<file path="src/rtl/mem_ctrl_pkg.sv">
// Shared types and constants for the fetch/LSB memory controller.
// Pure declarations: no timing.
// No flow control of its own.
package mem_ctrl_pkg;

  localparam int LINE_BYTES = 64;
  localparam int ROW_W      = 8 * LINE_BYTES;
  // Counter must reach LINE_BYTES itself (one extra cycle to capture the last byte).
  localparam int CNT_W      = $clog2(LINE_BYTES) + 1;

  localparam logic [31:0] IO_BASE = 32'h0003_0000;

  localparam logic [1:0] SZ_B = 2'd0;
  localparam logic [1:0] SZ_H = 2'd1;
  localparam logic [1:0] SZ_W = 2'd2;

  typedef enum logic [2:0] {
    IDLE,
    FETCH,
    LOAD,
    STORE,
    DONE
  } state_e;

  // Byte count for an LSB size code; the illegal code 3 is treated as a word.
  function automatic logic [CNT_W-1:0] size_bytes(input logic [1:0] sz);
    case (sz)
      SZ_B:    return CNT_W'(1);
      SZ_H:    return CNT_W'(2);
      default: return CNT_W'(4);
    endcase
  endfunction

endpackage

</file>
<file path="src/rtl/mem_ctrl_if.sv">
// Bundle of RAM port, i-fetch miss and LSB request signals.
// No logic, no latency.
// Requesters hold their level until the matching done pulse.
interface mem_ctrl_if;
  import mem_ctrl_pkg::*;

  // byte-wide RAM/IO port
  logic [7:0]       mem_din;
  logic [7:0]       mem_dout;
  logic [31:0]      mem_a;
  logic             mem_wr;
  logic             io_buffer_full;
  // instruction-fetch miss
  logic [31:0]      missing_PC;
  logic             missing_config;
  logic [ROW_W-1:0] return_row;
  logic             return_config;
  // load/store buffer
  logic             lsb_req;
  logic             lsb_wr;
  logic [31:0]      lsb_addr;
  logic [1:0]       lsb_size;
  logic [31:0]      lsb_wdata;
  logic [31:0]      lsb_rdata;
  logic             lsb_done;
  logic             rollback_config;

  modport slave (
    input  mem_din, io_buffer_full,
    output mem_dout, mem_a, mem_wr,
    input  missing_PC, missing_config,
    output return_row, return_config,
    input  lsb_req, lsb_wr, lsb_addr, lsb_size, lsb_wdata, rollback_config,
    output lsb_rdata, lsb_done
  );

  modport master (
    output mem_din, io_buffer_full,
    input  mem_dout, mem_a, mem_wr,
    output missing_PC, missing_config,
    input  return_row, return_config,
    output lsb_req, lsb_wr, lsb_addr, lsb_size, lsb_wdata, rollback_config,
    input  lsb_rdata, lsb_done
  );

endinterface

</file>
<file path="src/rtl/mem_ctrl.sv">
// Serialises i-fetch row fills and LSB loads/stores onto one byte-wide RAM port.
// Fetch: done pulse 66 cycles after accept; load n bytes: n+2; store n bytes: n+1 plus IO stalls.
// Requests are levels held until done; IO stores wait on io_buffer_full; rdy=0 freezes everything.
module mem_ctrl
  import mem_ctrl_pkg::*;
(
  input logic     clk,
  input logic     rst,
  input logic     rdy,
  mem_ctrl_if.slave bus
);

  state_e           state_q, state_d;
  logic [31:0]      addr_q, addr_d;      // address currently on the RAM port
  logic [CNT_W-1:0] cnt_q, cnt_d;        // bytes issued so far
  logic [CNT_W-1:0] len_q, len_d;        // bytes in this transfer
  logic             fetch_q, fetch_d;    // selects which done pulse DONE raises
  logic [ROW_W-1:0] row_q, row_d;
  logic [31:0]      rdata_q, rdata_d;
  logic [31:0]      wdata_q, wdata_d;    // shifted right as bytes go out

  logic             issue;
  logic             io_stall;
  logic [1:0]       cap_idx;
  logic             unused_pc_bits;

  // Row base is line-aligned, so the low PC bits never matter.
  assign unused_pc_bits = ^bus.missing_PC[5:0];

  assign io_stall = (addr_q >= IO_BASE) && bus.io_buffer_full;
  // Read data lags the address by one cycle, so the byte arriving now is the previous index.
  assign cap_idx  = cnt_q[1:0] - 2'd1;

  // Next-state and datapath: accept in IDLE, then one byte per cycle through a single counter.
  always_comb begin
    state_d = state_q;
    addr_d  = addr_q;
    cnt_d   = cnt_q;
    len_d   = len_q;
    fetch_d = fetch_q;
    row_d   = row_q;
    rdata_d = rdata_q;
    wdata_d = wdata_q;
    issue   = 1'b0;

    if (rdy) begin
      case (state_q)
        IDLE: begin
          if (bus.lsb_req) begin
            state_d = bus.lsb_wr ? STORE : LOAD;
            fetch_d = 1'b0;
            addr_d  = bus.lsb_addr;
            len_d   = size_bytes(bus.lsb_size);
            cnt_d   = '0;
            wdata_d = bus.lsb_wdata;
            rdata_d = '0;
          end else if (bus.missing_config) begin
            state_d = FETCH;
            fetch_d = 1'b1;
            addr_d  = {bus.missing_PC[31:6], 6'b0};
            len_d   = CNT_W'(LINE_BYTES);
            cnt_d   = '0;
          end
        end

        FETCH, LOAD: begin
          addr_d = addr_q + 32'd1;
          cnt_d  = cnt_q + CNT_W'(1);
          if (cnt_q != '0) begin
            if (state_q == FETCH) row_d = {bus.mem_din, row_q[ROW_W-1:8]};
            else                  rdata_d[{cap_idx, 3'b000} +: 8] = bus.mem_din;
          end
          if (cnt_q == len_q) state_d = DONE;
          // A flush only kills loads; fills and stores always run to completion.
          if (state_q == LOAD && bus.rollback_config) state_d = IDLE;
        end

        STORE: begin
          if (!io_stall) begin
            issue   = 1'b1;
            addr_d  = addr_q + 32'd1;
            cnt_d   = cnt_q + CNT_W'(1);
            wdata_d = {8'h00, wdata_q[31:8]};
            if (cnt_q == len_q - CNT_W'(1)) state_d = DONE;
          end
        end

        DONE:    state_d = IDLE;
        default: state_d = IDLE;
      endcase
    end
  end

  // State register; synchronous reset drops any pending done pulse.
  always_ff @(posedge clk) begin
    if (rst) begin
      state_q <= IDLE;
      addr_q  <= '0;
      cnt_q   <= '0;
      len_q   <= '0;
      fetch_q <= 1'b0;
      row_q   <= '0;
      rdata_q <= '0;
      wdata_q <= '0;
    end else begin
      state_q <= state_d;
      addr_q  <= addr_d;
      cnt_q   <= cnt_d;
      len_q   <= len_d;
      fetch_q <= fetch_d;
      row_q   <= row_d;
      rdata_q <= rdata_d;
      wdata_q <= wdata_d;
    end
  end

  assign bus.mem_a         = addr_q;
  assign bus.mem_dout      = wdata_q[7:0];
  assign bus.mem_wr        = issue;
  assign bus.return_row    = row_q;
  assign bus.lsb_rdata     = rdata_q;
  assign bus.return_config = rdy && (state_q == DONE) && fetch_q;
  assign bus.lsb_done      = rdy && (state_q == DONE) && !fetch_q;

endmodule

</file>
<file path="src/flat_wrapper.sv">
// flat-port wrapper written by rule: the top's interface ports become plain ports
module mem_ctrl_flat import mem_ctrl_pkg::*;
  (clk, rst, rdy, bus_mem_din, bus_io_buffer_full, bus_mem_dout, bus_mem_a, bus_mem_wr, bus_missing_PC, bus_missing_config, bus_return_row, bus_return_config, bus_lsb_req, bus_lsb_wr, bus_lsb_addr, bus_lsb_size, bus_lsb_wdata, bus_rollback_config, bus_lsb_rdata, bus_lsb_done);
  mem_ctrl_if bus_i ();
  input logic clk;
  input logic rst;
  input logic rdy;
  input wire logic [$bits(bus_i.mem_din)-1:0] bus_mem_din;
  input wire logic [$bits(bus_i.io_buffer_full)-1:0] bus_io_buffer_full;
  output wire logic [$bits(bus_i.mem_dout)-1:0] bus_mem_dout;
  output wire logic [$bits(bus_i.mem_a)-1:0] bus_mem_a;
  output wire logic [$bits(bus_i.mem_wr)-1:0] bus_mem_wr;
  input wire logic [$bits(bus_i.missing_PC)-1:0] bus_missing_PC;
  input wire logic [$bits(bus_i.missing_config)-1:0] bus_missing_config;
  output wire logic [$bits(bus_i.return_row)-1:0] bus_return_row;
  output wire logic [$bits(bus_i.return_config)-1:0] bus_return_config;
  input wire logic [$bits(bus_i.lsb_req)-1:0] bus_lsb_req;
  input wire logic [$bits(bus_i.lsb_wr)-1:0] bus_lsb_wr;
  input wire logic [$bits(bus_i.lsb_addr)-1:0] bus_lsb_addr;
  input wire logic [$bits(bus_i.lsb_size)-1:0] bus_lsb_size;
  input wire logic [$bits(bus_i.lsb_wdata)-1:0] bus_lsb_wdata;
  input wire logic [$bits(bus_i.rollback_config)-1:0] bus_rollback_config;
  output wire logic [$bits(bus_i.lsb_rdata)-1:0] bus_lsb_rdata;
  output wire logic [$bits(bus_i.lsb_done)-1:0] bus_lsb_done;
  assign bus_i.mem_din = bus_mem_din;
  assign bus_i.io_buffer_full = bus_io_buffer_full;
  assign bus_mem_dout = bus_i.mem_dout;
  assign bus_mem_a = bus_i.mem_a;
  assign bus_mem_wr = bus_i.mem_wr;
  assign bus_i.missing_PC = bus_missing_PC;
  assign bus_i.missing_config = bus_missing_config;
  assign bus_return_row = bus_i.return_row;
  assign bus_return_config = bus_i.return_config;
  assign bus_i.lsb_req = bus_lsb_req;
  assign bus_i.lsb_wr = bus_lsb_wr;
  assign bus_i.lsb_addr = bus_lsb_addr;
  assign bus_i.lsb_size = bus_lsb_size;
  assign bus_i.lsb_wdata = bus_lsb_wdata;
  assign bus_i.rollback_config = bus_rollback_config;
  assign bus_lsb_rdata = bus_i.lsb_rdata;
  assign bus_lsb_done = bus_i.lsb_done;
  mem_ctrl u_core (.clk(clk), .rst(rst), .rdy(rdy), .bus(bus_i));
endmodule
</file>
<file path="config.mk">
export PLATFORM = sky130hd
export DESIGN_NAME = mem_ctrl_flat
export DESIGN_NICKNAME = d
export VERILOG_FILES = /design/src/rtl/mem_ctrl_pkg.sv /design/src/rtl/mem_ctrl_if.sv /design/src/rtl/mem_ctrl.sv /design/src/flat_wrapper.sv
export SDC_FILE = /design/constraint.sdc
export NUM_CORES = 1
export LEC_CHECK = 0
export ABC_AREA = 1
export BUFFER_PORTS_ARGS = -buffer_cell sky130_fd_sc_hd__clkbuf_2
export CORE_AREA = 8 8 264 266
export DETAILED_ROUTE_END_ITERATION = 6
export DIE_AREA = 0 0 272 274
export SETUP_SLACK_MARGIN = 0.02
export SLEW_MARGIN = 20
export SYNTH_ARGS = -nofsm -noshare
export SYNTH_HDL_FRONTEND = slang
export SYNTH_SLANG_ARGS = --single-unit
</file>
<file path="constraint.sdc">
create_clock -name clk -period 4.6 [get_ports clk]
set_clock_uncertainty 0.2 [all_clocks]
set_input_delay 0.92 -clock clk [delete_from_list [all_inputs] [get_ports clk]]
set_output_delay 0.92 -clock clk [all_outputs]
set_load 0.02 [all_outputs]
</file>
# --- After elaboration in Yosys (flattened, before gate mapping) ---
# Cells that the tools add are included.
totals:
  input_bits: 114
  wordCells: 82
  register_bits: 626
classes:
  eq_ne: 14
  shift: 2
  addsub: 5
  n_mux: 32
  order_cmp: 1
  reduce_logical: 20
op_table:
  columns: ["op", "count"]
  rows:
  - ["$mux 32", 8]
  - ["$pmux 32 s2", 2]
  - ["$pmux 32 s3", 1]
  - ["$mux 7", 5]
  - ["$add 32x1->32 const B", 1]
  - ["$bwmux 32", 1]
  - ["$ge 32x18->1 const B", 1]
  - ["$shift 8x7->32 const A", 1]
  - ["$shiftx 8x7->32", 1]
  - ["$pmux 7 s3", 1]
  - ["$mux 3", 6]
  - ["$eq 7x7->1", 2]
  - ["$reduce_and 4->1", 3]
  - ["$reduce_and 5->1", 2]
  - ["$pmux 3 s3", 1]
  - ["$add 7x1->7 const B", 1]
  - ["$neg 5->7", 1]
  - ["$reduce_bool 7->1", 1]
  - ["$sub 7x1->7 const B", 1]
  - ["$eq 3x2->1 const B", 2]
  - ["$mux 1", 6]
  - ["$ne 2x2->1 const B", 3]
  - ["$pmux 3 s2", 1]
  - ["$reduce_bool 2->1", 3]
  - ["14 further kinds", 19]

# --- Longest topological paths before layout ---
logic_depth:
  word_depth: 7
  ltp_mapped: 14
  ltp_nobuf: 14

# --- Worst setup path before layout ---
# OpenSTA, ideal clock, no wires.
synth_path:
  path_kind: "reg2out"
  start: "reg u_core.state_q[0]"
  end: "out bus_mem_wr"
  path_slack_ns: 1.810
  arrival_time_ns: 1.670
  required_time_ns: 3.480
  path_stages_with_launch: 7
  cell_sequence: "dfxtp_1 inv_2 nor3_2 inv_1 clkbuf_1 clkbuf_1 a211oi_1"
synth_between:
  elab_chain_len: 3
synth_lines:
  columns: ["item", "line", "source"]
  rows:
  - ["start: declaration", "mem_ctrl.sv:13", "state_e state_q, state_d;"]
  - ["start signal: assignment", "mem_ctrl.sv:106", "state_q <= state_d;"]
  - ["$eq 3x2->1", "mem_ctrl.sv:47", "case (state_q)"]
  - ["$mux 1", "mem_ctrl.sv:47", null]
  - ["$mux 1", "mem_ctrl.sv:46", "if (rdy) begin"]
  - ["end: declaration", "flat_wrapper.sv:12", "output wire logic [$bits(bus_i.mem_wr)-1:0] bus_mem_wr;"]
# No other way between the ends.

# --- Final worst setup path ---
# Same ends and word-level chain as after synthesis.

==> impl_table.tex <==
\begin{tabular}{lr}
\hline
Metric & Value \\
\hline
\multicolumn{2}{l}{\textbf{Outcome}} \\
Run status & complete, no violations \\
\multicolumn{2}{l}{\textbf{Timing}} \\
Number of failing hold endpoints at the final stage & 0 \\
Final WS setup & 0.825 ns \\
Unrepaired setup endpoints after global routing & false \\
Actual slew at the worst max-slew pin & 1.01 ns \\
Final-report max-slew violation count & 0 \\
Setup TNS & 0 ns \\
Minimum period implied by the final worst setup slack & 3.77 ns \\
Fraction of the cycle the final worst path needs & 82.1\% \\
Achievable Freq & 265 MHz \\
Number of failing setup endpoints in the final timing report & 0 \\
Slew headroom & 32.6\% \\
\multicolumn{2}{l}{\textbf{Layout}} \\
Proportion of layout cells with a drive suffix above 1 & 22.8\% \\
Area Overhead vs Synth & 26.3\% \\
Total Nets Final & 3,953 \\
Number of filler instances in the final layout & 6,659 \\
\multicolumn{2}{l}{\textbf{Route}} \\
Count of vias placed by the detailed router & 22,800 \\
DR DRC count & 0 \\
Routed wire length & 84,400 um \\
Iteration-0 DRC Markers & 1,944 \\
Vias per std cell & 4.80 \\
Routed length per instance & 17.8 um \\
Detailed-routing iteration count for the pre-antenna-repair pass & 5 \\
Routed Antenna Nets & 0 \\
\multicolumn{2}{l}{\textbf{Floorplan}} \\
Row Count & 94 \\
Chip Width & 272 um \\
Starting utilization of the core area & 36.8\% \\
Die height & 274 um \\
Placeable Area & 65,300 sq um \\
IO Count & 701 \\
Die Area & 74,500 sq um \\
\multicolumn{2}{l}{\textbf{Synthesis}} \\
Main combinational cell family by area after synthesis & simple AND/OR/NAND/NOR gates \\
Number of synthesis warnings & 0 \\
Synth Area per Inst & 7.38 sq um \\
Synthesized-area fraction occupied by ao, oa, aoi and oai cells & 16.0\% \\
Summed instance area of the synthesized netlist & 24,000 sq um \\
FF+latch count, synth & 622 \\
Number of synthesized flops with an enable pin & 0 \\
Mux contribution to synthesized area & 0.209\% \\
Post-synth top flop & sky130\_fd\_sc\_hd\_\_dfxtp\_1 \\
Fraction of the mapped netlist area in adder cells & 0.417\% \\
Share of flip-flops with an asynchronous set or reset after synthesis & 0\% \\
Nets in the synthesized netlist & 3,373 \\
Synthesized netlist cell count & 3,251 \\
Post-synthesis share of cell area spent on and, or, nand and nor gates & 25.2\% \\
Xor/xnor share of the synthesized area & 0.620\% \\
Proportion of synthesized chip area in sequential cells & 51.9\% \\
Synth cell types & 43 \\
\multicolumn{2}{l}{\textbf{Clock tree}} \\
Hold-fix buffers at CTS & 0 \\
Number of gates given a new drive strength after cts & 0 \\
CTS H-Tree Depth & 3 \\
Clk sinks & 622 \\
Number of post-CTS setup repair buffers & 0 \\
TritonCTS buffer count & 70 \\
Clock input transition at the sequential cells of the worst setup and hold paths & 0.06 ns \\
Buffers from clock root to sink, at most & 3 \\
TritonCTS clock tree & yes \\
Clock tree root buffer cell & sky130\_fd\_sc\_hd\_\_clkbuf\_16 \\
Clock latency of the later-clocked register in the worst-skew pair & 0.60 ns \\
\multicolumn{2}{l}{\textbf{Critical path}} \\
Reg2reg start & u\_core.cnt\_q[0] \\
Setup crit start & u\_core.state\_q[0] \\
Crit path required time & 3.48 ns \\
Data arrival at the endpoint of the critical path & 2.65 ns \\
Critical path type & flip-flop to output port \\
Register-to-register path setup slack & 1.18 ns \\
Critical-path maximum fanout & 50 \\
Sort of element at the start of the critical path & flip-flop \\
Worst Setup End Kind & output port \\
\multicolumn{2}{l}{\textbf{Global route}} \\
Total routing resource utilization after global routing & 21.4\% \\
GR Overflow Total & 0 \\
Largest net degree at the start of global routing & 157 \\
First-pass GRT wire length & 127,000 um \\
Via count of the first global-routing pass & 20,800 \\
Number of antenna violations at the first check in global routing & 2 \\
\multicolumn{2}{l}{\textbf{Hold path}} \\
Tightest Hold Check Type & flip-flop to flip-flop \\
Hold Crit Start & u\_core.wdata\_q[14] \\
\multicolumn{2}{l}{\textbf{Run}} \\
Number of maximum-capacitance constraint violations & 0 \\
\multicolumn{2}{l}{\textbf{Power}} \\
Power density relative to cell area & 436 nW/um\^{}2 \\
Tot Pwr & 13.2 mW \\
Total leakage power & 13.0 nW \\
Worst-case vdd ir drop & 0.000292 V \\
\multicolumn{2}{l}{\textbf{Placed design}} \\
Setup Slack @ Placement & 1.07 ns \\
Total half-perimeter wirelength after legalization and detailed placement & 61,500 um \\
Placer's final routability congestion estimate & 0.865 \\
IO buf count & 694 \\
\hline
\end{tabular}
## report_power, final
part | total, mW | switching [mW] | internal, mW
Combinational | 1.69 | 1.16 | 0.534
Clock | 5.67 | 2.31 | 3.36
Sequential | 5.85 | 0.224 | 5.62
Total | 13.2 | 3.69 | 9.52
## synthesized netlist by cell type, types with 9 or more instances
cell                          n  share of area [%]
sky130_fd_sc_hd__clkbuf_1    95                1.5
sky130_fd_sc_hd__nand3_1     38               0.79
sky130_fd_sc_hd__nand4_1     20               0.52
sky130_fd_sc_hd__buf_2      116                2.4
sky130_fd_sc_hd__o21ai_0    599                 12
sky130_fd_sc_hd__nor2_1    1125                 18
sky130_fd_sc_hd__inv_1       84                1.3
sky130_fd_sc_hd__nand2_1    303                4.7
sky130_fd_sc_hd__nand3b_1     9               0.28
sky130_fd_sc_hd__dfxtp_1    622                 52
sky130_fd_sc_hd__xor2_1      11               0.40
sky130_fd_sc_hd__or2_2       15               0.39
sky130_fd_sc_hd__nor3_1      24               0.50
sky130_fd_sc_hd__a21oi_1    110                2.3
## placed cells by master, fill, tap and decap left out, types with 2 or more instances in the layout
cell,n
sky130_fd_sc_hd__nor2_1,1125
sky130_fd_sc_hd__clkbuf_2,694
sky130_fd_sc_hd__dfxtp_1,622
sky130_fd_sc_hd__o21ai_0,599
sky130_fd_sc_hd__nand2_1,302
sky130_fd_sc_hd__a21oi_1,110
sky130_fd_sc_hd__inv_1,84
sky130_fd_sc_hd__clkbuf_16,72
sky130_fd_sc_hd__nand3_1,38
sky130_fd_sc_hd__buf_4,28
sky130_fd_sc_hd__nor3_1,24
sky130_fd_sc_hd__nand4_1,20
sky130_fd_sc_hd__clkbuf_8,19
sky130_fd_sc_hd__or2_2,15
sky130_fd_sc_hd__xor2_1,11
sky130_fd_sc_hd__clkbuf_1,11
sky130_fd_sc_hd__clkinv_2,10
sky130_fd_sc_hd__buf_12,10
sky130_fd_sc_hd__nand3b_1,9
sky130_fd_sc_hd__ha_1,8
sky130_fd_sc_hd__o211ai_1,7
sky130_fd_sc_hd__xnor2_1,6
sky130_fd_sc_hd__a21oi_2,6
sky130_fd_sc_hd__mux2i_1,5
sky130_fd_sc_hd__inv_2,4
sky130_fd_sc_hd__nand3_2,3
sky130_fd_sc_hd__o21bai_1,3
sky130_fd_sc_hd__a22oi_1,3
sky130_fd_sc_hd__o211ai_4,3
sky130_fd_sc_hd__o21ai_1,3
sky130_fd_sc_hd__bufinv_16,3
sky130_fd_sc_hd__nand2_4,2
sky130_fd_sc_hd__inv_8,2
sky130_fd_sc_hd__clkinv_8,2
sky130_fd_sc_hd__clkinvlp_4,2
sky130_fd_sc_hd__inv_6,2
## critical path, stage by stage, from the launching register on
cell and delay, ns:
sky130_fd_sc_hd__dfxtp_1 0.40, sky130_fd_sc_hd__inv_2 0.08, sky130_fd_sc_hd__nor3_2 0.66, sky130_fd_sc_hd__inv_1 0.09, sky130_fd_sc_hd__buf_4 0.29, sky130_fd_sc_hd__a211oi_1 0.28
sky130_fd_sc_hd__clkbuf_2 0.23
## registers in the layout, summed over array words and instances (netlist names)
register,count
u_core.len_q,4
u_core.bus.mem_a,32
u_core.wdata_q,32
u_core.cnt_q,7
u_core.state_q,3
u_core.bus.return_row,512
u_core.bus.lsb_rdata,32
## area by class of cell
cell class                 count  area [sq um]  share of cell area [%]
antenna                        1          2.50                 0.00825
sequential                   622         12500                    41.1
timing repair buffer         732          3880                    12.8
clock buffer                 102          2100                    6.94
tap                          864          1080                    3.57
clock inverter                20           250                   0.825
multi-input combinational   2312         10200                    33.6
inverter                      93           373                    1.23
## path summary, 6_finish.rpt
kind	to	depth (start not counted)
min	u_core.wdata_q[14]	2
max	bus_mem_wr	6
max reg2reg	u_core.bus.return_row[216]	10
min reg2reg	u_core.wdata_q[14]	2
## layer usage
metal / global-route usage, % / wire (um) / vias up
li1: - / - / 11600
met1: 27.4 / 36500 / 10400
met2: 35.3 / 39900 / 660
met3: 5.84 / 5810 / 122
met4: 6.05 / 2180 / 2
met5: 0 / 11 / -
## kinds of logic (layout without fill, tap and decap cells)
group | count (synthesis) | in the layout
AOI/OAI and AO/OA | 740 | 740
muxes | 5 | 5
DFF | 622 | 622
other | 0 | 1
adders and majority gates | 8 | 8
buffers and inverters | 317 | 947
and+or+nand+nor | 1542 | 1542
xor gates and xnor gates | 17 | 17
## stage by stage
| step | area (sq um) | cells | utilization, % | hold slack (ns) |
|---|---|---|---|---|
| finish | 30300 | 4746 | 46.5 | 0.250 |
| global route | 30300 | 4745 | 46.5 | 0.268 |
| CTS | 30300 | 4745 | 46.5 | 0.252 |
| detailed placement | 28000 | 4623 | 42.8 | 0.241 |
| global placement | 28000 | 4623 | 42.8 | 0.236 |
| floorplan | 24000 | 3251 | - | 0.225 |
(Power assumes the default switching activity.)
